`src/rtl/hack_bus_pkg.sv`:
```
// hack_bus_pkg: shared widths, arbiter states and the round-robin winner search
package hack_bus_pkg;
    localparam int WIDTH = 16;
    localparam int NREQ  = 4;

    typedef enum logic {ST_IDLE, ST_GRANT} state_t;

    // Scan ptr, ptr+1, ... (mod NREQ); walking backwards lets the nearest requester win.
    function automatic logic [1:0] next_rr(input logic [NREQ-1:0] req, input logic [1:0] ptr);
        logic [1:0] w;
        w = ptr;
        for (int i = NREQ - 1; i >= 0; i--)
            if (req[ptr + 2'(i)]) w = ptr + 2'(i);
        return w;
    endfunction
endpackage

```
`src/rtl/bus_mux4way16.sv`:
```
// bus_mux4way16: 4:1 word mux as a two-level tree of mux16_gate
module bus_mux4way16
    import hack_bus_pkg::*;
(
    input  logic [4*WIDTH-1:0] din,
    input  logic [1:0]         sel,
    output logic [WIDTH-1:0]   y
);
    logic [WIDTH-1:0] lo, hi;

    mux16_gate u_lo (.a(din[0*WIDTH +: WIDTH]), .b(din[1*WIDTH +: WIDTH]), .s(sel[0]), .y(lo));
    mux16_gate u_hi (.a(din[2*WIDTH +: WIDTH]), .b(din[3*WIDTH +: WIDTH]), .s(sel[0]), .y(hi));
    mux16_gate u_root (.a(lo), .b(hi), .s(sel[1]), .y(y));
endmodule

```
`src/rtl/mux16_gate.sv`:
```
// mux16_gate: 2:1 mux of two data words
module mux16_gate
    import hack_bus_pkg::*;
(
    input  logic [WIDTH-1:0] a,
    input  logic [WIDTH-1:0] b,
    input  logic             s,
    output logic [WIDTH-1:0] y
);
    assign y = s ? b : a;
endmodule

```
`src/rtl/rr_bus_arbiter16.sv`:
```
// rr_bus_arbiter16: round-robin owner of a shared 16-bit datapath with a per-grant beat limit
module rr_bus_arbiter16
    import hack_bus_pkg::*;
#(
    parameter int MAX_HOLD = 8
) (
    input  logic                  clk,
    input  logic                  reset,
    input  logic [NREQ-1:0]       req,
    input  logic [NREQ-1:0]       last,
    input  logic [NREQ*WIDTH-1:0] din,
    output logic [NREQ-1:0]       gnt,
    output logic [1:0]            sel,
    output logic [WIDTH-1:0]      bus_out,
    output logic                  bus_valid,
    output logic                  busy
);
    localparam int HW = $clog2(MAX_HOLD + 1);

    state_t           state, state_n;
    logic [1:0]       ptr, ptr_n, sel_n, win;
    logic [NREQ-1:0]  gnt_n;
    logic [HW-1:0]    hold_cnt, hold_n, cnt_inc;
    logic [WIDTH-1:0] mux_out;
    logic             rel;

    bus_mux4way16 u_mux (.din(din), .sel(sel), .y(mux_out));

    assign busy      = state == ST_GRANT;
    assign bus_valid = busy && req[sel];
    assign bus_out   = busy ? mux_out : '0;
    assign win       = next_rr(req, ptr);
    assign cnt_inc   = hold_cnt + HW'(1);
    // Owner withdrawal, its last beat, or the beat that reaches the limit all end the grant.
    assign rel       = busy && (!req[sel] || last[sel] || cnt_inc == HW'(MAX_HOLD));

    always_comb begin
        state_n = state;
        ptr_n   = ptr;
        sel_n   = sel;
        gnt_n   = gnt;
        hold_n  = hold_cnt;
        if (state == ST_IDLE && |req) begin
            state_n = ST_GRANT;
            sel_n   = win;
            gnt_n   = NREQ'(1) << win;
            hold_n  = '0;
        end else if (rel) begin
            state_n = ST_IDLE;
            ptr_n   = sel + 2'd1;
            sel_n   = '0;
            gnt_n   = '0;
            hold_n  = '0;
        end else if (bus_valid) begin
            hold_n  = cnt_inc;
        end
    end

    always_ff @(posedge clk or posedge reset) begin
        if (reset) begin
            state    <= ST_IDLE;
            ptr      <= '0;
            sel      <= '0;
            gnt      <= '0;
            hold_cnt <= '0;
        end else begin
            state    <= state_n;
            ptr      <= ptr_n;
            sel      <= sel_n;
            gnt      <= gnt_n;
            hold_cnt <= hold_n;
        end
    end
endmodule
```
`config.mk`:
```
export PLATFORM = sky130hd
export DESIGN_NAME = rr_bus_arbiter16
export DESIGN_NICKNAME = d
export VERILOG_FILES = /design/src/rtl/hack_bus_pkg.sv /design/src/rtl/bus_mux4way16.sv /design/src/rtl/mux16_gate.sv /design/src/rtl/rr_bus_arbiter16.sv
export SDC_FILE = /design/constraint.sdc
export NUM_CORES = 1
export LEC_CHECK = 0
export CAP_MARGIN = 15
export CORE_MARGIN = 2
export CORE_UTILIZATION = 31
export CTS_CLUSTER_SIZE = 24
export DETAILED_ROUTE_END_ITERATION = 8
export GPL_ROUTABILITY_DRIVEN = 0
export PLACE_DENSITY = 0.86
export REMOVE_ABC_BUFFERS = 1
export SLEW_MARGIN = 20
export SYNTH_ARGS = -nofsm -noshare
export SYNTH_HDL_FRONTEND = slang
export SYNTH_SLANG_ARGS = --single-unit
```
`constraint.sdc`:
```
create_clock -name clk -period 1.9 [get_ports clk]
set_input_delay 0.38 -clock clk [delete_from_list [all_inputs] [get_ports clk]]
set_output_delay 0.38 -clock clk [all_outputs]
set_load 0.005 [all_outputs]
```
## Word level (Yosys, flattened, before mapping)

Index checks and enable logic that the tools add are counted.

- Logic and storage cells: 58
- Output and inout port bits: 24
- Bits in registers: 13

- Order comparisons: 5
- Multiplexer cells: 29
- Bitwise operators: 2
- Equal/unequal tests: 1
- $add $sub $neg: 5
- Shift operators: 1
- Reduce and logical (&&, ||, !) cells: 10

Operators with widths:

| cell | number |
|---|---|
| $mux 16 | 4 |
| $mux 4 | 5 |
| $lt 2x3->1 const B | 5 |
| $bmux 1 s2 | 6 |
| $mux 2 | 6 |
| $mux 1 | 8 |
| $add 2x1->2 const B | 2 |
| $add 2x2->2 const B | 2 |
| $add 4x1->4 const B | 1 |
| $eq 4x4->1 const B | 1 |
| $reduce_or 4->1 | 1 |
| $shl 1x2->4 const A | 1 |
| $logic_and 1x1->1 | 3 |
| $reduce_bool 3->1 | 1 |
| $logic_or 1x1->1 | 2 |
| $not 1->1 | 2 |
| $reduce_and 2->1 | 1 |
| $reduce_bool 2->1 | 1 |
| $logic_not 1->1 | 1 |

## Logic depth before layout (Yosys ltp)

Gate-level depths: netlist of the first run.

- Depth in word-level cells: 9
- Gate-level depth with buffers: 5
- Gate-level depth less buffers: 5

## Modules after synthesis

A second synthesis of the first run with hierarchy kept.

- Cells, all modules: 144
- Area total of the unflattened synthesis: 1,635.3 um^2

Modules (own cells, without submodules):

| module | times used | cells an instance | sequential area each (um^2) | area each (um^2) |
|---|---|---|---|---|
| rr_bus_arbiter16 | 1 | 90 | 325.3 | 888.4 |
| mux16_gate | 3 | 18 | 0.0 | 249.0 |

## Least setup slack after synthesis of the first run

Ideal clock, no wire load.

- Kind: flip-flop to output port
- Start: register sel[0]
- End: output bus_out[10]
- Data required time: 1.520 ns
- Setup slack: 0.008 ns
- Data arrival time: 1.512 ns
- Cell stages (with the launch flop): 5
- Path through: dfrtp_1 -> buf_4 -> buf_4 -> mux4_2 -> and2_1

- Longest elaborated chain between the ends: 3
- Elaborated cells on any way between the ends: 4

Ends and longest elaborated chain:

| what | line | text |
|---|---|---|
| from (decl) | rr_bus_arbiter16.sv:13 | `output logic [1:0] sel,` |
| from (signal assigned) | rr_bus_arbiter16.sv:69 | `sel <= sel_n;` |
| $mux 16 | mux16_gate.sv:10 | `assign y = s ? b : a;` |
| $mux 16 * | mux16_gate.sv:10 |  |
| $mux 16 * | rr_bus_arbiter16.sv:31 | `assign bus_out = busy ? mux_out : '0;` |
| to (decl) | rr_bus_arbiter16.sv:14 | `output logic [WIDTH-1:0] bus_out,` |

Mark *: on every way between the ends. The rest lies on a longest branch, timed or not.

## Worst setup path in the final report of the first run

- Start: register sel[0]
- End: output bus_out[1]

The elaborated chain is that of the path after synthesis.

==> results.json, run 1 <==
{
  "criticalPathCategory": "reg2out",
  "cp_slowest_cell": "dfrtp_2",
  "p_leak_uw": 0.00113,
  "fin_crit_ps": 2130,
  "fp.dieW_um": 68.7,
  "skew_ps": 0.973,
  "nNetsFinal": 308,
  "dr.pass1.iters": 4,
  "n_fill_cell": 301,
  "arrival_ps": 1750,
  "clock_latency_ps": 240,
  "rows": 23,
  "syn_avg_cell_area_um2": 11.4,
  "reg2reg_from": "sel[0]",
  "synth-main-ff-cell": "dfrtp_1",
  "cts_sinks": 13,
  "synth_cell_type_count": 39,
  "yosysSeqAreaShare_pct": 25.0,
  "maxCapViolCount": 0,
  "reg2reg_depth": 7,
  "grt_max_degree": 20,
  "placed_cell_area_um2": 2430,
  "p_total_uw": 3000,
  "setup.worst_path.start": "sel[0]",
  "h-tree-depth": 1,
  "worstHoldPathType": "in2async",
  "setup_viol": 28,
  "hold_buffers": 0,
  "finalCritPeriodShare_pct": 112,
  "ant_nets": 0,
  "layout-drive-gt1-share_pct": 39.7,
  "final_cell_area_um2": 2650,
  "drt-initial-drc-count": 43,
  "slowest_delay_ps": 420,
  "required_ps": 1520,
  "grt_pass1_vias": 1559,
  "clk_pin_slew_worst_paths_ps": 50,
  "rsz0062_at_grt": "true",
  "grt_overflow": 0,
  "areaGrowthSynthToFinish_pct": 104,
  "via_per_inst": 5.31,
  "fin_setup_tns_ps": -2710,
  "cts_buffers": 3,
  "synth.area.top_cells": "mux4_2, dfrtp_1, and2_1",
  "startpoint_type": "register",
  "power_density_nw_per_um2": 1130,
  "layout_setup_ws_ps": -226,
  "grt_first_pass_wirelength_um": 7160,
  "synth_cells": 114,
  "die_area_um2": 4720,
  "peakVddDrop_mv": 0.797,
  "grt_util_all_layers_pct": 20.7,
  "pin_count": 98,
  "cp_max_fo": 5,
  "worstSetupEndpointType": "primary output",
  "tritoncts": "built",
  "wl_per_cell_um": 17.7,
  "cts_buffer_depth": 2,
  "async_flop_share_pct": 100,
  "fp.dieH_um": 68.7,
  "vias": 1497,
  "synth_seq_cells": 13,
  "totalWireLength_um": 4980,
  "status": "finished, violations left",
  "yosysTopAreaCell": "mux4_2",
  "synth_most_common_cell": "mux4_2",
  "io_buffers": 97,
  "synth_edf_count": 0,
  "root_buffer": "clkbuf_8",
  "hold_violations": 0,
  "diodes": 0,
  "final_max_slew_viol_count": 0,
  "max_freq_mhz": 470,
  "yosysWarnings": 0,
  "crit_top_cell": "buf_6",
  "antenna_found_initial": 0,
  "route.detailed.drc": 0,
  "violations": "negative setup slack",
  "crit_chain": "buf_6, buf_12, buf_6, mux4_2, and2_4, buf_6",
  "netlist_top_cells_count": "mux4_2, and2_1, dfrtp_1",
  "synth_area_um2": 1300,
  "core_area_um2": 4030,
  "synthDominantCellAreaShare_pct": 31.2,
  "max_slew_margin_pct": 66.9,
  "tightestPinTransition_ps": 496,
  "initial_core_util_pct": 32.2,
  "dp_hpwl_um": 3830
}
==> critical path: cells and delay by family, from the launching register on <==
kind / cells / cell delay (ps)
flip-flops: 1 / 420
multiplexers: 1 / 420
AND/OR/NAND/NOR: 1 / 180
buffers and inverters: 4 / 490
==> kinds of logic (layout without fill, tap and decap cells) <==
family | after synthesis | after routing | synth area share [%]
adder cells (fa/ha/maj) | 1 | 1 | 0.963
AO/OA/AOI/OAI | 25 | 25 | 16.5
AND/OR/NAND/NOR | 41 | 41 | 18.9
flip-flops | 13 | 13 | 25.0
XOR/XNOR | 1 | 1 | 0.674
buffers and inverters | 13 | 131 | 5.11
multiplexers | 20 | 20 | 32.9
==> what timing repair did <==
action	4_1_cts	5_1_grt
cloned	1	0
pin swaps	4	5
setup endpoints to repair	25	29
gates resized for setup	94	23
setup buffers	10	2
==> power breakdown <==
part	switching (µW)	total, µW	internal, µW
Clock	98.8	247	148
Combinational	795	2240	1440
Sequential	140	514	374
==> through the flow <==
stage	setup slack [ps]	utilization [%]	hold WS, ps	std cells
floorplan	-512	-	257	104
global placement	-373	60.2	486	266
detailed placement	-379	60.2	476	266
CTS	-224	64.3	475	281
global route	-258	65.7	502	282
finish	-226	65.7	459	282
==> area by class of cell <==
type	instances	area, µm²	share of cell area, %
Clock buffer	4	45.0	1.70
Inverter	3	11.3	0.426
Sequential cell	13	328	12.4
Timing Repair Buffer	124	1220	46.0
Tap cell	50	62.6	2.37
Multi-Input combinational cell	88	981	37.1
==> layout by cell type (no fill, tap or decap), types with 2 or more instances in the layout <==
cell type	netlist	routed
o2bb2ai_2	0	2
dfrtp_1	13	11
and2_4	0	10
a21oi_1	2	2
dlygate4sd2_1	0	6
clkdlybuf4s50_1	0	71
inv_1	3	3
nand2b_1	2	2
dfrtp_2	0	2
buf_6	0	15
nor3_2	0	2
o21ai_2	1	2
nor3b_1	2	2
buf_4	4	13
o211ai_1	2	2
a32o_1	3	3
buf_2	2	9
buf_12	0	4
dlymetal6s2s_1	0	3
nand2_1	2	2
clkbuf_2	0	2
and2_1	17	7
mux4_2	18	18
nor2b_1	3	3
nor2_1	8	7
clkbuf_8	0	3
==> per-layer routing <==
layer	vias to the layer above	wire (µm)	GRT usage (%)
li1	680	-	-
met1	710	1520	18.1
met2	90	2690	42.5
met3	17	562	4.06
met4	0	214	11.3
met5	-	0	0
==> worst paths after layout <==
kind                               end  slack, ps
setup reg to reg                ptr[1]       -110
hold / removal             hold_cnt[0]        460
hold reg to reg                 gnt[2]        500
setup / recovery            bus_out[1]       -230
max in group asynchronous       sel[0]       1080
min in group clk                gnt[2]        500
==> flip-flops by register name (all words and copies together) (netlist names) <==
signal and count:
hold_cnt 4, sel 2, gnt 4, ptr 2, busy 1
(Power assumes the default switching activity.)
==> inputs of run 2 (changes only) <==
Settings changed: CORE_ASPECT_RATIO set to 0.8, SLEW_MARGIN 20 to unset.
==> results.json, run 2 (synthesis results as in run 1) <==
{
  "status": "finished, violations left",
  "violations": "negative setup slack",
  "switching_power_uw": 993,
  "pin_count": 98,
  "peakVddDrop_mv": 0.611,
  "wl_per_cell_um": 16.0,
  "fp.dieW_um": 76.4,
  "layout-drive-gt1-share_pct": 36.0,
  "comb_power_share_pct": 75.1,
  "multi_input_area_um2": 960,
  "reg2reg_slack_ps": -100,
  "finalCritPeriodShare_pct": 108,
  "grt_util_all_layers_pct": 19.7,
  "worstSetupEndpointType": "primary output",
  "cts_buffers": 3,
  "diodes": 0,
  "areaGrowthSynthToFinish_pct": 99.9,
  "fin_setup_tns_ps": -1700,
  "register_area_um2": 327,
  "initial_core_util_pct": 31.7,
  "clk_pin_slew_worst_paths_ps": 60,
  "vias": 1429,
  "cts_sinks": 13,
  "core_area_um2": 4100,
  "crit_chain": "buf_12, buf_12, mux4_2, and2_1, buf_2",
  "max_freq_mhz": 489,
  "grt_max_degree": 18,
  "totalWireLength_um": 4550,
  "layout_setup_ws_ps": -147,
  "dp_cells": 275,
  "power_density_nw_per_um2": 1120,
  "cp_slowest_cell": "mux4_2",
  "arrival_ps": 1670,
  "tightestPinTransition_ps": 495,
  "clkPwrFrac_pct": 8.7,
  "startpoint_type": "register",
  "required_ps": 1520,
  "maxCapViolCount": 0,
  "worstHoldPathType": "in2async",
  "grt_first_pass_wirelength_um": 7260,
  "crit_top_cell": "buf_12",
  "n_fill_cell": 357,
  "final_max_slew_viol_count": 0,
  "cts_buffer_depth": 2,
  "mostFrequentLayoutCell": "clkdlybuf4s50_1",
  "antenna_found_initial": 0,
  "fin_crit_ps": 2050,
  "root_buffer": "clkbuf_8",
  "power.share.sequential_pct": 16.2,
  "slowest_delay_ps": 510,
  "p_leak_uw": 0.00106,
  "clock_latency_ps": 250,
  "grt_overflow": 0,
  "skew_ps": 1.63,
  "fp.dieH_um": 61.9,
  "io_buffers": 97,
  "route.detailed.drc": 0,
  "criticalPathCategory": "reg2out",
  "p_sw_share_pct": 34.2,
  "drt-initial-drc-count": 46,
  "dp_hpwl_um": 3510,
  "stdcell_count": 285,
  "die_area_um2": 4730,
  "h-tree-depth": 1,
  "p_int_uw": 1910,
  "rows": 21,
  "reg2reg_depth": 7,
  "cp_max_fo": 5,
  "ant_nets": 0,
  "setup_viol": 24,
  "max_slew_margin_pct": 67.0,
  "via_per_inst": 5.01,
  "grt_pass1_vias": 1435,
  "rsz0062_at_grt": "true",
  "nNetsFinal": 304,
  "hold_violations": 0,
  "top_regs": "gnt x4, hold_cnt x4",
  "hold_slack_ps": 455,
  "tritoncts": "built",
  "dr.pass1.iters": 4,
  "layout_common_cells": "clkdlybuf4s50_1, mux4_2, buf_6"
}
==> run 2: cell count changes in the layout (fill, tap and decap cells not counted), sizes merged <==
cell | before | now
buf | 42 | 40
clkdlybuf4s50 | 71 | 80
dlymetal6s2s | 3 | 0
dlygate4sd2 | 6 | 0
clkbuf | 6 | 4
==> run 2: layout make-up <==
type                            count  area share [%]
Multi-Input combinational cell     88            37.0
Inverter                            3           0.434
Timing Repair Buffer              120            45.5
Sequential cell                    13            12.6
Clock buffer                        4            1.73
Tap cell                           57            2.75
==> run 2: metal layers <==
layer | global-route usage (%) | share of wire [%]
met1 | 22.6 | 41
met3 | 4.91 | 6.8
met4 | 4.94 | 1.3
met5 | 0 | 0
met2 | 38.2 | 51
==> run 2: metrics by stage <==
step / instance area (µm²) / setup WS [ps] / util (%) / power [µW]
floorplan: 1240 / -512 / - / 1370
global placement: 2440 / -391 / 59.5 / 2360
detailed placement: 2440 / -410 / 59.5 / 2410
finish: 2600 / -147 / 63.3 / 2900
global route: 2600 / -190 / 63.3 / 3110
CTS: 2590 / -160 / 63.2 / 2900
==> run 2: worst paths after layout <==
check | start | endpoint
min in group clk | gnt[2] | gnt[2]
hold / removal | reset | gnt[3]
setup / recovery | sel[0] | bus_out[11]
setup reg to reg | sel[0] | ptr[1]
max in group asynchronous | reset | sel[0]
hold reg to reg | gnt[2] | gnt[2]
==> run 2: what timing repair did <==
item	4_1_cts	5_1_grt
endpoints found under the setup margin	18	29
hold buffers	0	0
gates cloned	2	0
buffers inserted	6	0
gates resized for setup	90	13
pin swaps	22	6
==> run 2: critical path: cells and delay by family (launching register included) <==
family | cells | cell delay [ps]
muxes | 1 | 510
DFF | 1 | 410
and+or+nand+nor | 1 | 150
buffers and inverters | 3 | 350
==> run 2: power by group through the flow <==
stage | clock (µW) | sequential, µW | combinational [µW]
floorplan | 0 | 590 | 780
finish | 252 | 471 | 2180
detailed placement | 0 | 466 | 1940
CTS | 258 | 470 | 2170
global placement | 0 | 461 | 1890
global route | 269 | 487 | 2360
